$ cat config.mk
export PLATFORM = sky130hd
export DESIGN_NAME = mips_hazard_ctrl
export DESIGN_NICKNAME = d
export VERILOG_FILES = /design/src/rtl/mips_pkg.sv /design/src/rtl/fwd_unit.sv /design/src/rtl/mips_hazard_ctrl.sv
export SDC_FILE = /design/constraint.sdc
export NUM_CORES = 1
export LEC_CHECK = 0
export BUFFER_PORTS_ARGS = -buffer_cell sky130_fd_sc_hd__buf_2
export CAP_MARGIN = 20
export CORE_MARGIN = 2
export CORE_UTILIZATION = 53
export CTS_CLUSTER_DIAMETER = 80
export CTS_CLUSTER_SIZE = 14
export DETAILED_ROUTE_END_ITERATION = 12
export PLACE_DENSITY = 0.81
export SLEW_MARGIN = 20
export SYNTH_ARGS = -nofsm -noshare
export SYNTH_HDL_FRONTEND = slang
export SYNTH_SLANG_ARGS = --single-unit
$ cat constraint.sdc
create_clock -name clk -period 2.4 [get_ports clk]
set_input_delay 0.36 -clock clk [delete_from_list [all_inputs] [get_ports clk]]
set_output_delay 0.36 -clock clk [all_outputs]
set_load 0.01 [all_outputs]
$ cat src/rtl/mips_pkg.sv
// Shared types and helpers for the MIPS hazard / forwarding controller.
package mips_pkg;

    localparam int REG_AW = 5;

    // Operand source selected for an EX-stage ALU input.
    typedef enum logic [1:0] {
        FWD_RF  = 2'b00,
        FWD_WB  = 2'b01,
        FWD_MEM = 2'b10
    } fwd_sel_e;

    // Controller state: normal flow, waiting on data memory, or latched memory fault.
    typedef enum logic [1:0] {
        RUN      = 2'b00,
        MEM_WAIT = 2'b01,
        ERR      = 2'b10
    } hz_state_e;

    // A register read depends on a writer when the writer is enabled,
    // its destination is not $zero and the register numbers agree.
    function automatic logic reg_match(
        input logic [REG_AW-1:0] r,
        input logic [REG_AW-1:0] d,
        input logic              we
    );
        return we && (d != '0) && (d == r);
    endfunction

endpackage

$ cat src/rtl/fwd_unit.sv
// EX-stage forwarding select: MEM-stage result beats WB-stage result beats register file.
module fwd_unit
    import mips_pkg::*;
#(
    parameter int FWD_EN = 1
) (
    input  logic [REG_AW-1:0] i_ex_rs,
    input  logic [REG_AW-1:0] i_ex_rt,
    input  logic [REG_AW-1:0] i_m_dest,
    input  logic              i_m_reg_write,
    input  logic [REG_AW-1:0] i_wb_dest,
    input  logic              i_wb_reg_write,
    output fwd_sel_e          o_fwd_a_sel,
    output fwd_sel_e          o_fwd_b_sel
);

    function automatic fwd_sel_e pick(
        input logic [REG_AW-1:0] r,
        input logic [REG_AW-1:0] m_d,
        input logic              m_we,
        input logic [REG_AW-1:0] wb_d,
        input logic              wb_we
    );
        if (reg_match(r, m_d, m_we))
            return FWD_MEM;
        if (reg_match(r, wb_d, wb_we))
            return FWD_WB;
        return FWD_RF;
    endfunction

    // Select a source for each ALU operand; stall-only builds always read the register file.
    always_comb begin
        o_fwd_a_sel = FWD_RF;
        o_fwd_b_sel = FWD_RF;
        if (FWD_EN != 0) begin
            o_fwd_a_sel = pick(i_ex_rs, i_m_dest, i_m_reg_write, i_wb_dest, i_wb_reg_write);
            o_fwd_b_sel = pick(i_ex_rt, i_m_dest, i_m_reg_write, i_wb_dest, i_wb_reg_write);
        end
    end

endmodule

$ cat src/rtl/mips_hazard_ctrl.sv
// Pipeline hazard controller: load-use / RAW stalls, branch redirect flushes,
// data-memory wait handling with timeout, forwarding selects and event counters.
module mips_hazard_ctrl
    import mips_pkg::*;
#(
    parameter int FWD_EN      = 1,
    parameter int CNT_W       = 32,
    parameter int MEM_TIMEOUT = 255
) (
    input  logic              clk,
    input  logic              rst_n,
    input  logic [REG_AW-1:0] id_rs,
    input  logic [REG_AW-1:0] id_rt,
    input  logic              id_uses_rs,
    input  logic              id_uses_rt,
    input  logic [REG_AW-1:0] ex_rs,
    input  logic [REG_AW-1:0] ex_rt,
    input  logic [REG_AW-1:0] ex_dest,
    input  logic              ex_reg_write,
    input  logic              ex_mem_read,
    input  logic              ex_redirect,
    input  logic [REG_AW-1:0] m_dest,
    input  logic              m_reg_write,
    input  logic [REG_AW-1:0] wb_dest,
    input  logic              wb_reg_write,
    input  logic              mem_req,
    input  logic              mem_ready,
    input  logic              cnt_clr,
    output logic              pc_write,
    output logic              ifid_write,
    output logic              idex_write,
    output logic              exmem_write,
    output logic              ifid_flush,
    output logic              idex_flush,
    output logic              memwb_bubble,
    output logic [1:0]        fwd_a_sel,
    output logic [1:0]        fwd_b_sel,
    output logic              mem_err,
    output logic [CNT_W-1:0]  stall_cnt,
    output logic [CNT_W-1:0]  mem_wait_cnt,
    output logic [CNT_W-1:0]  flush_cnt
);

    localparam int                WAIT_W   = (MEM_TIMEOUT < 1) ? 1 : $clog2(MEM_TIMEOUT + 1);
    localparam logic [WAIT_W-1:0] WAIT_MAX = WAIT_W'(MEM_TIMEOUT);
    localparam logic [WAIT_W-1:0] WAIT_ONE = WAIT_W'(1);
    localparam logic [CNT_W-1:0]  CNT_MAX  = '1;
    localparam logic [CNT_W-1:0]  CNT_ONE  = CNT_W'(1);

    hz_state_e         r_state;
    logic [WAIT_W-1:0] r_wait_cnt;
    logic              r_mem_err;
    logic [CNT_W-1:0]  r_stall_cnt;
    logic [CNT_W-1:0]  r_mem_wait_cnt;
    logic [CNT_W-1:0]  r_flush_cnt;

    logic     w_id_hit_ex;
    logic     w_id_hit_m;
    logic     w_hz_stall;
    logic     w_mem_stall;
    logic     w_in_err;
    logic     w_stall_take;
    logic     w_mem_take;
    logic     w_flush_take;
    fwd_sel_e w_fwd_a_sel;
    fwd_sel_e w_fwd_b_sel;

    fwd_unit #(
        .FWD_EN (FWD_EN)
    ) u_fwd_unit (
        .i_ex_rs        (ex_rs),
        .i_ex_rt        (ex_rt),
        .i_m_dest       (m_dest),
        .i_m_reg_write  (m_reg_write),
        .i_wb_dest      (wb_dest),
        .i_wb_reg_write (wb_reg_write),
        .o_fwd_a_sel    (w_fwd_a_sel),
        .o_fwd_b_sel    (w_fwd_b_sel)
    );

    assign fwd_a_sel = w_fwd_a_sel;
    assign fwd_b_sel = w_fwd_b_sel;

    // A used ID operand depends on the instruction now in EX or in MEM.
    assign w_id_hit_ex = (id_uses_rs && reg_match(id_rs, ex_dest, ex_reg_write)) ||
                         (id_uses_rt && reg_match(id_rt, ex_dest, ex_reg_write));
    assign w_id_hit_m  = (id_uses_rs && reg_match(id_rs, m_dest, m_reg_write)) ||
                         (id_uses_rt && reg_match(id_rt, m_dest, m_reg_write));

    // With forwarding only a load result is too late; without it any in-flight writer
    // ahead of WB blocks the read (WB itself writes the register file before ID reads it).
    assign w_hz_stall  = (FWD_EN != 0) ? (ex_mem_read && w_id_hit_ex)
                                       : (w_id_hit_ex || w_id_hit_m);

    assign w_mem_stall = !mem_ready && ((r_state == RUN && mem_req) || r_state == MEM_WAIT);
    assign w_in_err    = (r_state == ERR);

    // Which event actually owns the pipeline this cycle, after priority resolution.
    assign w_mem_take   = !w_in_err && w_mem_stall;
    assign w_flush_take = !w_in_err && !w_mem_stall && ex_redirect;
    assign w_stall_take = !w_in_err && !w_mem_stall && !ex_redirect && w_hz_stall;

    // Pipeline register enables, flushes and bubble, resolved by priority.
    always_comb begin
        // NOTE: every output gets its default first so no path through the ifs infers a latch.
        pc_write     = 1'b1;
        ifid_write   = 1'b1;
        idex_write   = 1'b1;
        exmem_write  = 1'b1;
        ifid_flush   = 1'b0;
        idex_flush   = 1'b0;
        memwb_bubble = 1'b0;
        if (w_in_err) begin
            pc_write    = 1'b0;
            ifid_write  = 1'b0;
            idex_write  = 1'b0;
            exmem_write = 1'b0;
        end else if (w_mem_stall) begin
            pc_write     = 1'b0;
            ifid_write   = 1'b0;
            idex_write   = 1'b0;
            exmem_write  = 1'b0;
            memwb_bubble = 1'b1;
        end else if (ex_redirect) begin
            ifid_flush = 1'b1;
            idex_flush = 1'b1;
        end else if (w_hz_stall) begin
            pc_write   = 1'b0;
            ifid_write = 1'b0;
            idex_flush = 1'b1;
        end
    end

    // Memory-wait FSM with timeout counter; ERR is sticky until reset.
    always_ff @(posedge clk) begin
        // NOTE: sequential state uses non-blocking assignments so every flop samples pre-edge values.
        if (!rst_n) begin
            r_state    <= RUN;
            r_wait_cnt <= '0;
            r_mem_err  <= 1'b0;
        end else begin
            case (r_state)
                RUN: begin
                    if (mem_req && !mem_ready) begin
                        r_state    <= MEM_WAIT;
                        r_wait_cnt <= '0;
                    end
                end
                MEM_WAIT: begin
                    if (mem_ready) begin
                        r_state <= RUN;
                    end else if (r_wait_cnt == WAIT_MAX) begin
                        r_state   <= ERR;
                        r_mem_err <= 1'b1;
                    end else begin
                        r_wait_cnt <= r_wait_cnt + WAIT_ONE;
                    end
                end
                ERR: begin
                    r_mem_err <= 1'b1;
                end
                default: begin
                    r_state <= RUN;
                end
            endcase
        end
    end

    // Saturating event counters; clear beats increment.
    always_ff @(posedge clk) begin
        // NOTE: counters are real state and must be reset; they are flops, not a memory array.
        if (!rst_n || cnt_clr) begin
            r_stall_cnt    <= '0;
            r_mem_wait_cnt <= '0;
            r_flush_cnt    <= '0;
        end else begin
            if (w_stall_take && r_stall_cnt != CNT_MAX)
                r_stall_cnt <= r_stall_cnt + CNT_ONE;
            if (w_mem_take && r_mem_wait_cnt != CNT_MAX)
                r_mem_wait_cnt <= r_mem_wait_cnt + CNT_ONE;
            if (w_flush_take && r_flush_cnt != CNT_MAX)
                r_flush_cnt <= r_flush_cnt + CNT_ONE;
        end
    end

    assign mem_err      = r_mem_err;
    assign stall_cnt    = r_stall_cnt;
    assign mem_wait_cnt = r_mem_wait_cnt;
    assign flush_cnt    = r_flush_cnt;

endmodule

# --- Yosys cells after proc, flatten, opt, wreduce, memory -nomap -nowiden ---
# Cells that the tools add are included.
# Widths: inputs -> output; s select.
totals:
  ff_bits: 107
  input_bits: 47
  wordCells: 108
op_classes:
  eq_ne: 17
  n_addsub: 4
  n_bitwise: 1
  reduce_logical: 40
  muxes: 40
ops:
  columns: ["op", "count"]
  rows:
  - ["$add 32x1->32 const B", 3]
  - ["$ne 32x32->1 const B", 3]
  - ["$eq 5x5->1", 6]
  - ["$mux 8", 3]
  - ["$logic_and 1x1->1", 23]
  - ["$mux 1", 23]
  - ["$mux 2", 11]
  - ["$pmux 8 s2", 1]
  - ["$reduce_bool 5->1", 3]
  - ["$add 8x1->8 const B", 1]
  - ["$eq 8x8->1 const B", 1]
  - ["$pmux 2 s3", 1]
  - ["$reduce_and 3->1", 2]
  - ["$logic_not 1->1", 5]
  - ["$ne 2x1->1 const B", 2]
  - ["$ne 2x2->1 const B", 2]
  - ["$reduce_and 4->1", 1]
  - ["$reduce_bool 2->1", 2]
  - ["$logic_or 1x1->1", 3]
  - ["$ne 3x2->1 const B", 1]
  - ["$eq 2x1->1 const B", 1]
  - ["$eq 2x2->1 const B", 1]
  - ["$logic_not 2->1", 1]
  - ["$pmux 1 s2", 1]
  - ["$not 1->1", 1]

# --- Depth between registers and ports, before layout ---
# Gate-level depths: netlist (run 1).
depth:
  word_depth: 10
  ltp_mapped: 8

# --- By module ---
# Synthesis (run 1) repeated with hierarchy kept, for this count alone.
unflattened:
  cells_unflattened: 675
  area_unflattened_um2: 5624.1
by_module_without_submodules:
  columns: ["module", "area_each_um2", "cells_each", "n_inst"]
  rows:
  - ["mips_hazard_ctrl", 5366.4, 641, 1]
  - ["fwd_unit", 257.7, 34, 1]

# --- Worst setup path before layout (run 1) ---
# No wires, ideal clock.
synth_path:
  path_type: "register to register"
  startpoint: "register r_stall_cnt[9] (netlist: stall_cnt[9])"
  endpoint: "register r_stall_cnt[25] (netlist: stall_cnt[25])"
  n_path_buf: 1
  period_less_slack_ns: 2.206
  setup_slack_ns: 0.194
  stages_incl_launch_ff: 8
  t_arrival_ns: 2.074
  path_cell_list: "dfxtp_1 > nand4_2 > or4_4 > or2_0 > buf_2 > o41ai_4 > or3_2 > a21oi_1"
synth_between:
  elab_chain_len: 2
  elab_cells_between_ends: 3
  cone_classes: "1 x add/sub; 1 x eq/ne; 1 x reduce/logical"
synth_rtl:
  columns: ["element", "line", "rtl"]
  rows:
  - ["from (decl)", "mips_hazard_ctrl.sv:53", "logic [CNT_W-1:0] r_stall_cnt;"]
  - ["from (signal assigned)", "mips_hazard_ctrl.sv:178", "r_stall_cnt <= r_stall_cnt + CNT_ONE;"]
  - ["parallel branches: the longest is 2 deep, another holds $add 32x1->32", null, null]
# Parallel ways; which one is timed is not known.
# A chain may end at the register's enable or synchronous reset.

# --- Worst setup path in the final report (run 1) ---
layout_path:
  startpoint: "input m_dest[1]"
  endpoint: "output fwd_b_sel[0]"
layout_between:
  elab_chain_len: 5
  elab_cells_between_ends: 6
  cone_classes: "1 x eq/ne; 2 x mux; 3 x reduce/logical"
layout_rtl:
  columns: ["element", "line", "rtl"]
  rows:
  - ["from (decl)", "mips_hazard_ctrl.sv:22", "input logic [REG_AW-1:0] m_dest,"]
  - ["$reduce_bool 5->1", "mips_pkg.sv:27", "return we && (d != '0) && (d == r);"]
  - ["$logic_and 1x1->1", "mips_pkg.sv:27", null]
  - ["$logic_and 1x1->1 (*)", "mips_pkg.sv:27", null]
  - ["$mux 1 (*)", "fwd_unit.sv:24", "if (reg_match(r, m_d, m_we))"]
  - ["$mux 2 (*)", "fwd_unit.sv:26", "if (reg_match(r, wb_d, wb_we))"]
  - ["to (decl)", "mips_hazard_ctrl.sv:37", "output logic [1:0] fwd_b_sel,"]
# Every way passes the cells marked *; elsewhere a longest branch is shown, timed or not.

==> results of run 1 <==
==> power breakdown <==
part | switching (uW) | internal, uW
clock network | 596 | 569
logic | 126 | 91.7
registers | 4.57 | 1780
total | 727 | 2440
==> worst reg2reg max path: cells and delay by family, from the launching register on <==
family	cells	cell delay (ns)
flip-flops	1	0.40
AND/OR/NAND/NOR	3	1.00
AO/OA/AOI/OAI	3	0.71
==> flip-flops by register name, summed over array words and instances, names as in the netlist <==
register / flops
stall_cnt: 32
flush_cnt: 32
r_wait_cnt: 8
mem_err: 1
r_state: 2
mem_wait_cnt: 32
==> layout by cell type, fill, tap and decap left out, types with 3 or more instances in the layout <==
| master | instances |
|---|---|
| ha_1 | 4 |
| and2_1 | 6 |
| or4_1 | 13 |
| buf_4 | 27 |
| nor4_1 | 11 |
| clkbuf_8 | 12 |
| nand2_1 | 50 |
| o21ai_0 | 34 |
| a21oi_1 | 33 |
| or2_2 | 3 |
| and4_1 | 10 |
| nor3_1 | 10 |
| nor2_1 | 83 |
| nand2b_1 | 4 |
| o31ai_1 | 6 |
| xor2_1 | 63 |
| inv_1 | 11 |
| buf_2 | 154 |
| nor2b_1 | 3 |
| nand4_1 | 52 |
| dfxtp_1 | 107 |
| or3_1 | 21 |
| nand3_1 | 46 |
| xnor2_1 | 31 |
| and3_1 | 13 |
==> per-layer routing <==
metal	global-route usage (%)	share of wire (%)
met1	33.54	43
met2	45.16	50
met3	3.649	4.8
met4	10.34	2.2
met5	0	0
==> final timing paths <==
path              cells past startpoint            end  slack (ns)
hold / removal                        2        mem_err        0.28
setup reg to reg                      6  stall_cnt[24]        0.18
setup / recovery                      6   fwd_b_sel[0]        0.16
hold reg to reg                       1        mem_err        0.49
==> cell type report <==
class | instances | area (um2) | area share, %
clock buffers | 13 | 168.9 | 2.490
flip-flops and latches | 107 | 2142 | 31.58
multi-input cells | 528 | 3242 | 47.80
well taps | 136 | 170.2 | 2.509
clock inverters | 3 | 45.04 | 0.6641
repair buffers | 181 | 973.4 | 14.35
inverters | 11 | 41.29 | 0.6087
==> cell families after synthesis <==
kind of cell | count (synthesis) | share of synthesized area (%)
flops | 107 | 38.95
xor+xnor | 94 | 14.97
compound gates | 90 | 9.898
simple gates | 338 | 32.56
buf+inv | 31 | 2.344
mux | 2 | 0.3641
fa+ha+maj | 4 | 0.9102
==> metrics by stage <==
step                area [um2]  worst slack [ns]
floorplan                 5499            0.1942
detailed placement        6543           0.03103
finish                    6783            0.1634
global route              6783           0.01364
CTS                       6756           0.01137
global placement          6543            0.1642
==> repair_timing <==
action                     4_1_cts  5_1_grt
hold buffers                     0        0
gates resized for setup          0        3
setup endpoints to repair        0       10
buffers inserted                 0        2
==> flow_summary.yaml, run 1 <==
outcome:
  outcome: "complete, no violations"
critical_path:
  arrival_ns: 1.88
  cp_max_fo: 3
  slowest_delay_ns: 0.51
  end_kind: "output pin"
  crit_chain: "buf_2 > or4_1 > o21ai_0 > nor4_1 > nor4_1 > buf_2"
  crit_type: "in -> out"
  worst-path-buf-inv: 2
  critPathLaunchType: "input port"
  critPathTopFamily: "simple AND/OR/NAND/NOR gates"
  cp_slowest_cell: "or4_1"
  startpoint: "m_dest[1]"
  r2r_start: "stall_cnt[10]"
  worstPathRequired_ns: 2.04
synth:
  synth_top_cell_by_area: "dfxtp_1"
  ys_ff_latch: 107
  synth_area_um2: 5499
  postSynthAreaPerCell_um2: 8.257
  yosys_warnings: 0
  yosys-top-cells-count: "dfxtp_1 (107), nor2_1 (83), xor2_1 (63)"
  synthCells: 666
  synthesis.nets: 717
  seq_area_frac_synth_pct: 38.95
  async_flop_share_pct: 0
  synth-edff-count: 0
  synth.most_common_cell: "dfxtp_1"
  synth_area_leaders: "dfxtp_1 (39%), xor2_1 (10%), nand4_1 (5.9%)"
  ys_types: 47
  synth_top_area_share_pct: 38.95
  ys.flop_type: "dfxtp_1"
finish:
  drive_gt1_share_pct: 25.03
  fin_cells: 979
  fillCellCount: 893
  layout.nets: 889
  synthToLayoutAreaGrowth_pct: 23.34
  fin_util_pct: 66.60
  diodes: 0
floorplan:
  die_h_um: 105.9
  rows: 37
  core_region_area_um2: 10180
  start_util_pct: 53.99
  die-area_um2: 11210
  io_pins: 155
  die_w_um: 105.9
timing:
  fin_crit_sh_pct: 93.19
  holdWs_ns: 0.2809
  rsz0062_at_grt: "no"
  final-setup-viol-count: 0
  fin_skew_ns: 0.01104
  hold_violations: 0
  fin_crit_ns: 2.237
  drv_slew: 0
  fmax_ghz: 0.4471
  fin_setup_tns_ns: 0
  worstMarginPinSlew_ns: 0.6601
  maxSlewHeadroom_pct: 55.53
grt:
  grt_pass1_vias: 5336
  grtUsageTotal_pct: 26.37
  grt_max_degree: 49
  grt-ovfl-total: 0
  antenna_found_initial: 0
  grt_pass1_wl_um: 24520
placed_design:
  io_buffers: 154
  place_hpwl_um: 11100
  dp.cells: 961
  place.gp.congestion: 0.9514
detailed_routing:
  routedWlPerCell_um: 15.06
  routed_wl_um: 14750
  via_per_inst: 5.694
  dr.first_iter.drc_count: 303
  postRouteAntennaNets: 0
  drc: 0
  num_vias: 5574
  drt-pass1-iter-count: 5
clocking:
  path_clk_slew_ns: 0.09
  cts_buffers: 9
  clockBufferDepth: 2
  htree_num_levels: 3
  clock_latency_ns: 0.37
  cts_root_buf: "clkbuf_8"
  cts_tree: "built"
  cts.sinks: 107
hold_path:
  hold_class: "in -> reg"
  min_from: "rst_n"
flow_run:
  maxCapViolCount: 0
power_and_ir_drop:
  p_total_uw: 3165
  leakagePower_uw: 0.002648
  vdd_drop_max_mv: 0.3151
  power.density_nw_per_um2: 466.6
(Power assumes the default switching activity.)
==> inputs of run 2 (changes only) <==
==> constraint.sdc (replaced) <==
create_clock -name clk -period 2.4 [get_ports clk]
set_input_delay 0.36 -clock clk [delete_from_list [all_inputs] [get_ports clk]]
set_output_delay 0.36 -clock clk [all_outputs]
set_load 0.05 [all_outputs]
==> run 2 against run 1 <==
Sequential power barely moved. Global-route usage fell by 0.26 points. Critical path depth did not move. Cell count fell by 0.10%. Count of clock-buffer cells in the layout fell by 3. Register-to-register slack got worse by 0.03 ns. Die area did not move. Clock skew rose by 0.0067 ns. Utilization rose by 0.22 points. Critical endpoint is now exmem_write. Cell area rose by 0.33%. Non-clock buffer count fell by 1.
==> flow_summary.yaml, run 2 (same netlist as run 1, synthesis figures left out) <==
finish:
  most-common-layout-cells: "buf_2 (154), dfxtp_1 (97), nor2_1 (83)"
  drive_gt1_share_pct: 26.40
  fin_cells: 978
  layout.nets: 888
  synthToLayoutAreaGrowth_pct: 23.75
  layout_commonest_cell: "buf_2"
placed_design:
  place.gp.congestion: 0.9343
  pre_cts_ws_ns: 0.1008
  dp.cells: 961
  io_buffers: 154
  place_hpwl_um: 11240
grt:
  grt_pass1_wl_um: 24160
  antenna_found_initial: 1
  grt_max_degree: 34
  grt-ovfl-total: 0
  grt_pass1_vias: 5287
  grtUsageTotal_pct: 26.11
detailed_routing:
  num_vias: 5595
  dr.first_iter.drc_count: 268
  drt-pass1-iter-count: 5
  routed_wl_um: 14640
  postRouteAntennaNets: 0
  via_per_inst: 5.721
  routedWlPerCell_um: 14.97
  drc: 0
critical_path:
  arrival_ns: 1.97
  endpoint: "exmem_write"
  crit_type: "reg -> out"
  critPathLaunchType: "register"
  end_kind: "output pin"
  rrSetupSlack_ns: 0.15
  startpoint: "r_state[1]"
  r2r_end: "stall_cnt[17]"
  worstPathRequired_ns: 2.04
  worstRegToRegCells: 8
  r2r_start: "stall_cnt[9]"
  cp_max_fo: 6
floorplan:
  core_region_area_um2: 10180
  die-area_um2: 11210
  start_util_pct: 53.99
  die_w_um: 105.9
  io_pins: 155
  die_h_um: 105.9
  rows: 37
hold_path:
  hold_class: "in -> reg"
timing:
  fin_crit_ns: 2.325
  maxSlewHeadroom_pct: 51.54
  final-setup-viol-count: 0
  worstMarginPinSlew_ns: 0.7193
  fmax_ghz: 0.4300
  rsz0062_at_grt: "no"
  hold_violations: 0
  fin_setup_tns_ns: 0
  fin_crit_sh_pct: 96.89
  fin_skew_ns: 0.01773
  finalWorstSetupSlack_ns: 0.07464
  drv_slew: 0
outcome:
  outcome: "complete, no violations"
power_and_ir_drop:
  combPwrFrac_pct: 8.5
  vdd_drop_max_mv: 0.2726
  power.density_nw_per_um2: 457.8
  clockPowerShare_pct: 34.3
  leakagePower_uw: 0.002634
  p_int_uw: 2346
  swShare_pct: 24.68
  power_switching_uw: 768.9
  seq_power_share_pct: 57.2
clocking:
  clock_latency_ns: 0.38
  cts.hold.buffers_added: 0
  cts_tree: "built"
  path_clk_slew_ns: 0.10
  clockBufferDepth: 2
  cts.sinks: 107
  cts_buffers: 9
  htree_num_levels: 3
  cts_root_buf: "clkbuf_8"
flow_run:
  maxCapViolCount: 0
run 2: layout make-up:
type / count / area (um2)
Antenna cell: 1 / 2.502
Clock buffer: 10 / 127.6
Clock inverter: 5 / 55.05
Fill cell: 872 / 3379
Inverter: 11 / 41.29
Multi-Input combinational cell: 528 / 3288
Sequential cell: 107 / 2155
Tap cell: 136 / 170.2
Timing Repair Buffer: 180 / 965.9
run 2: metrics by stage:
| stage | util, % | instance area [um2] | power [uW] | hold WS, ns |
|---|---|---|---|---|
| 4_1_cts | 66.72 | 6795 | 3140 | 0.2682 |
| 5_1_grt | 66.82 | 6805 | 3223 | 0.2893 |
| 3_3_place_gp | 64.93 | 6613 | 2077 | 0.4499 |
| 3_5_place_dp | 64.93 | 6613 | 2086 | 0.4571 |
| 2_1_floorplan | - | 5569 | 1980 | 0.4584 |
| 6_report | 66.82 | 6805 | 3115 | 0.2800 |
run 2: critical path, cell delays in order, from the launching register on:
cell     delay [ns]
dfxtp_1        0.35
or2_2          0.36
o21ai_1        0.27
buf_4          0.20
inv_1          0.05
buf_4          0.16
buf_2          0.21
run 2: repair_timing:
| item | in CTS | in global routing |
|---|---|---|
| cloned | 0 | 0 |
| gates resized for setup | 1 | 0 |
| setup buffers | 0 | 1 |
| setup endpoints to repair | 2 | 6 |
| pin swaps | 0 | 2 |
run 2: how the worst min path moves through the flow:
stage	startpoint	endpoint	slack, ns	cells after the start
CTS	rst_n	mem_err	0.27	2
finish	rst_n	mem_err	0.28	2
global route	rst_n	mem_err	0.29	2
floorplan	r_wait_cnt[7]	r_wait_cnt[7]	0.46	2
detailed placement	mem_err	mem_err	0.46	1
global placement	mem_err	mem_err	0.45	1
run 2: power groups by stage:
stage	clock network, uW	logic (uW)	registers [uW]
5_1_grt	1160	285	1780
4_1_cts	1090	265	1780
2_1_floorplan	0	151	1830
3_5_place_dp	0	263	1820
6_report	1070	265	1780
3_3_place_gp	0	254	1820
run 2: per-layer routing:
layer  track usage, %  up-vias  share of wire (%)
li1                 -     2740                  -
met1            32.07     2615                 43
met2            44.42      202                 47
met3            5.318       38                6.9
met4            11.09        0                3.1
met5                0        -                  0
==> inputs of run 3 (changes only) <==
CTS_BUF_LIST = sky130_fd_sc_hd__clkbuf_16   (was unset)
REMOVE_ABC_BUFFERS = 1   (was unset)
clock period = 2.3 ns   (was 2.4 ns; I/O delays follow)
==> run 3 against run 2 <==
Non-clock buffer count grew 11. Die area is the same. Critical path type is now in -> out. Clock skew shrank 0.0091 ns.
==> flow_summary.yaml, run 3 (same netlist as run 1, synthesis figures left out) <==
clocking:
  clock_latency_ns: 0.34
  htree_num_levels: 3
  cts_root_buf: "clkbuf_16"
  cts_buffers: 9
  cts_tree: "built"
  path_clk_slew_ns: 0.07
  clockBufferDepth: 2
  cts.sinks: 107
hold_path:
  hold_class: "in -> reg"
  hold_depth: 2
detailed_routing:
  postRouteAntennaNets: 0
  routed_wl_um: 14540
  met2_length_um: 7146
  via_per_inst: 5.674
  drc: 0
  wl_met3_um: 968
  dr.first_iter.drc_count: 387
  drt-pass1-iter-count: 5
  num_vias: 5612
  routedWlPerCell_um: 14.71
  highest-signal-layer: "met4"
  wl_met1_um: 6234
placed_design:
  pre_cts_ws_ns: -0.03468
  place.gp.congestion: 0.8834
  place_area_um2: 6630
  place_hpwl_um: 10880
  io_buffers: 154
  dp.cells: 971
grt:
  grt-ovfl-total: 0
  grt_pass1_vias: 5120
  grt_pass1_wl_um: 23780
  grt_max_degree: 87
  grtUsageTotal_pct: 25.63
  antenna_found_initial: 0
critical_path:
  worstPathRequired_ns: 1.96
  slowest_delay_ns: 0.52
  rrSetupSlack_ns: 0.09
  critPathLaunchType: "input port"
  cp_slowest_cell: "or4_1"
  end_kind: "output pin"
  arrival_ns: 1.91
  crit_path_frequent_cell: "nor4_1"
  crit_type: "in -> out"
  crit_chain: "buf_2 > or4_1 > o21ai_1 > nor4_1 > nor4_1 > buf_4"
  cp_max_fo: 3
  worstRegToRegCells: 6
timing:
  rsz0062_at_grt: "no"
  fmax_ghz: 0.4429
  worstMarginPinSlew_ns: 0.6557
  fin_skew_ns: 0.008658
  hold_violations: 0
  maxSlewHeadroom_pct: 55.82
  fin_crit_sh_pct: 98.16
  fin_crit_ns: 2.258
  drv_slew: 0
  final-setup-viol-count: 0
  finalWorstSetupSlack_ns: 0.04238
power_and_ir_drop:
  power.density_nw_per_um2: 524.2
  leakagePower_uw: 0.002744
  vdd_drop_max_mv: 0.4394
  p_total_uw: 3653
finish:
  diodes: 0
  drive_gt1_share_pct: 26.38
  fillCellCount: 809
  synthToLayoutAreaGrowth_pct: 26.73
  fin_cells: 989
  layout_commonest_cell: "buf_2"
  layout.nets: 899
  most-common-layout-cells: "buf_2 (152), dfxtp_1 (107), nor2_1 (82)"
  multi_input_area_um2: 3257
  final_cell_area_um2: 6969
  seqCellArea_um2: 2142
flow_run:
  maxCapViolCount: 0
floorplan:
  die_h_um: 105.9
  rows: 37
  io_pins: 155
  core_region_area_um2: 10180
  die_w_um: 105.9
  start_util_pct: 53.99
  die-area_um2: 11210
outcome:
  outcome: "complete, no violations"
## run 3: cell types whose count changed in the layout (fill, tap and decap cells not counted), moves of 4 or more
cell / change
buf_4: +12
clkbuf_16: +9
clkbuf_8: -9
dfxtp_1: +10
dfxtp_2: -10
nor4_1: +4
## run 3: what timing repair did
| action | in CTS | in global routing |
|---|---|---|
| pin swaps | 0 | 2 |
| hold buffers | 0 | 0 |
| gates resized for setup | 1 | 13 |
| buffers inserted | 0 | 2 |
| setup endpoints to repair | 1 | 26 |
## run 3: path summary, 6_finish.rpt
check,startpoint,to
worst max register to register,stall_cnt[11],stall_cnt[22]
worst max-delay path,m_dest[1],fwd_a_sel[0]
worst min-delay path,rst_n,mem_err
worst min register to register,r_wait_cnt[1],r_wait_cnt[1]
## run 3: metrics by stage
stage / util [%] / hold WS [ns] / setup TNS [ns]
floorplan: - / 0.4584 / -17.57
global placement: 65.10 / 0.4423 / 0
detailed placement: 65.10 / 0.4776 / -0.03468
CTS: 68.00 / 0.3242 / 0
global route: 68.43 / 0.3175 / 0
finish: 68.43 / 0.3240 / 0
## run 3: per-layer routing
layer,global-route usage (%),vias to the layer above
met5,0,-
met4,7.613,0
met3,5.133,20
met2,43.87,202
met1,32.64,2621
li1,-,2769
## run 3: report_power, final
group / internal [uW] / switching, uW
registers: 1850 / 3.80
clock network: 841 / 685
logic: 98.8 / 170
## run 3: area by class of cell
cell class	count	share of cell area, %
Clock buffer	9	3.232
Clock inverter	7	0.9695
Inverter	11	0.5925
Multi-Input combinational cell	528	46.73
Sequential cell	107	30.74
Tap cell	136	2.442
Timing Repair Buffer	191	15.30
## run 3: critical path, delay by kind of cell
family | cells | cell delay (ns)
AO/OA/AOI/OAI | 1 | 0.19
buffers and inverters | 2 | 0.39
AND/OR/NAND/NOR | 3 | 1.00
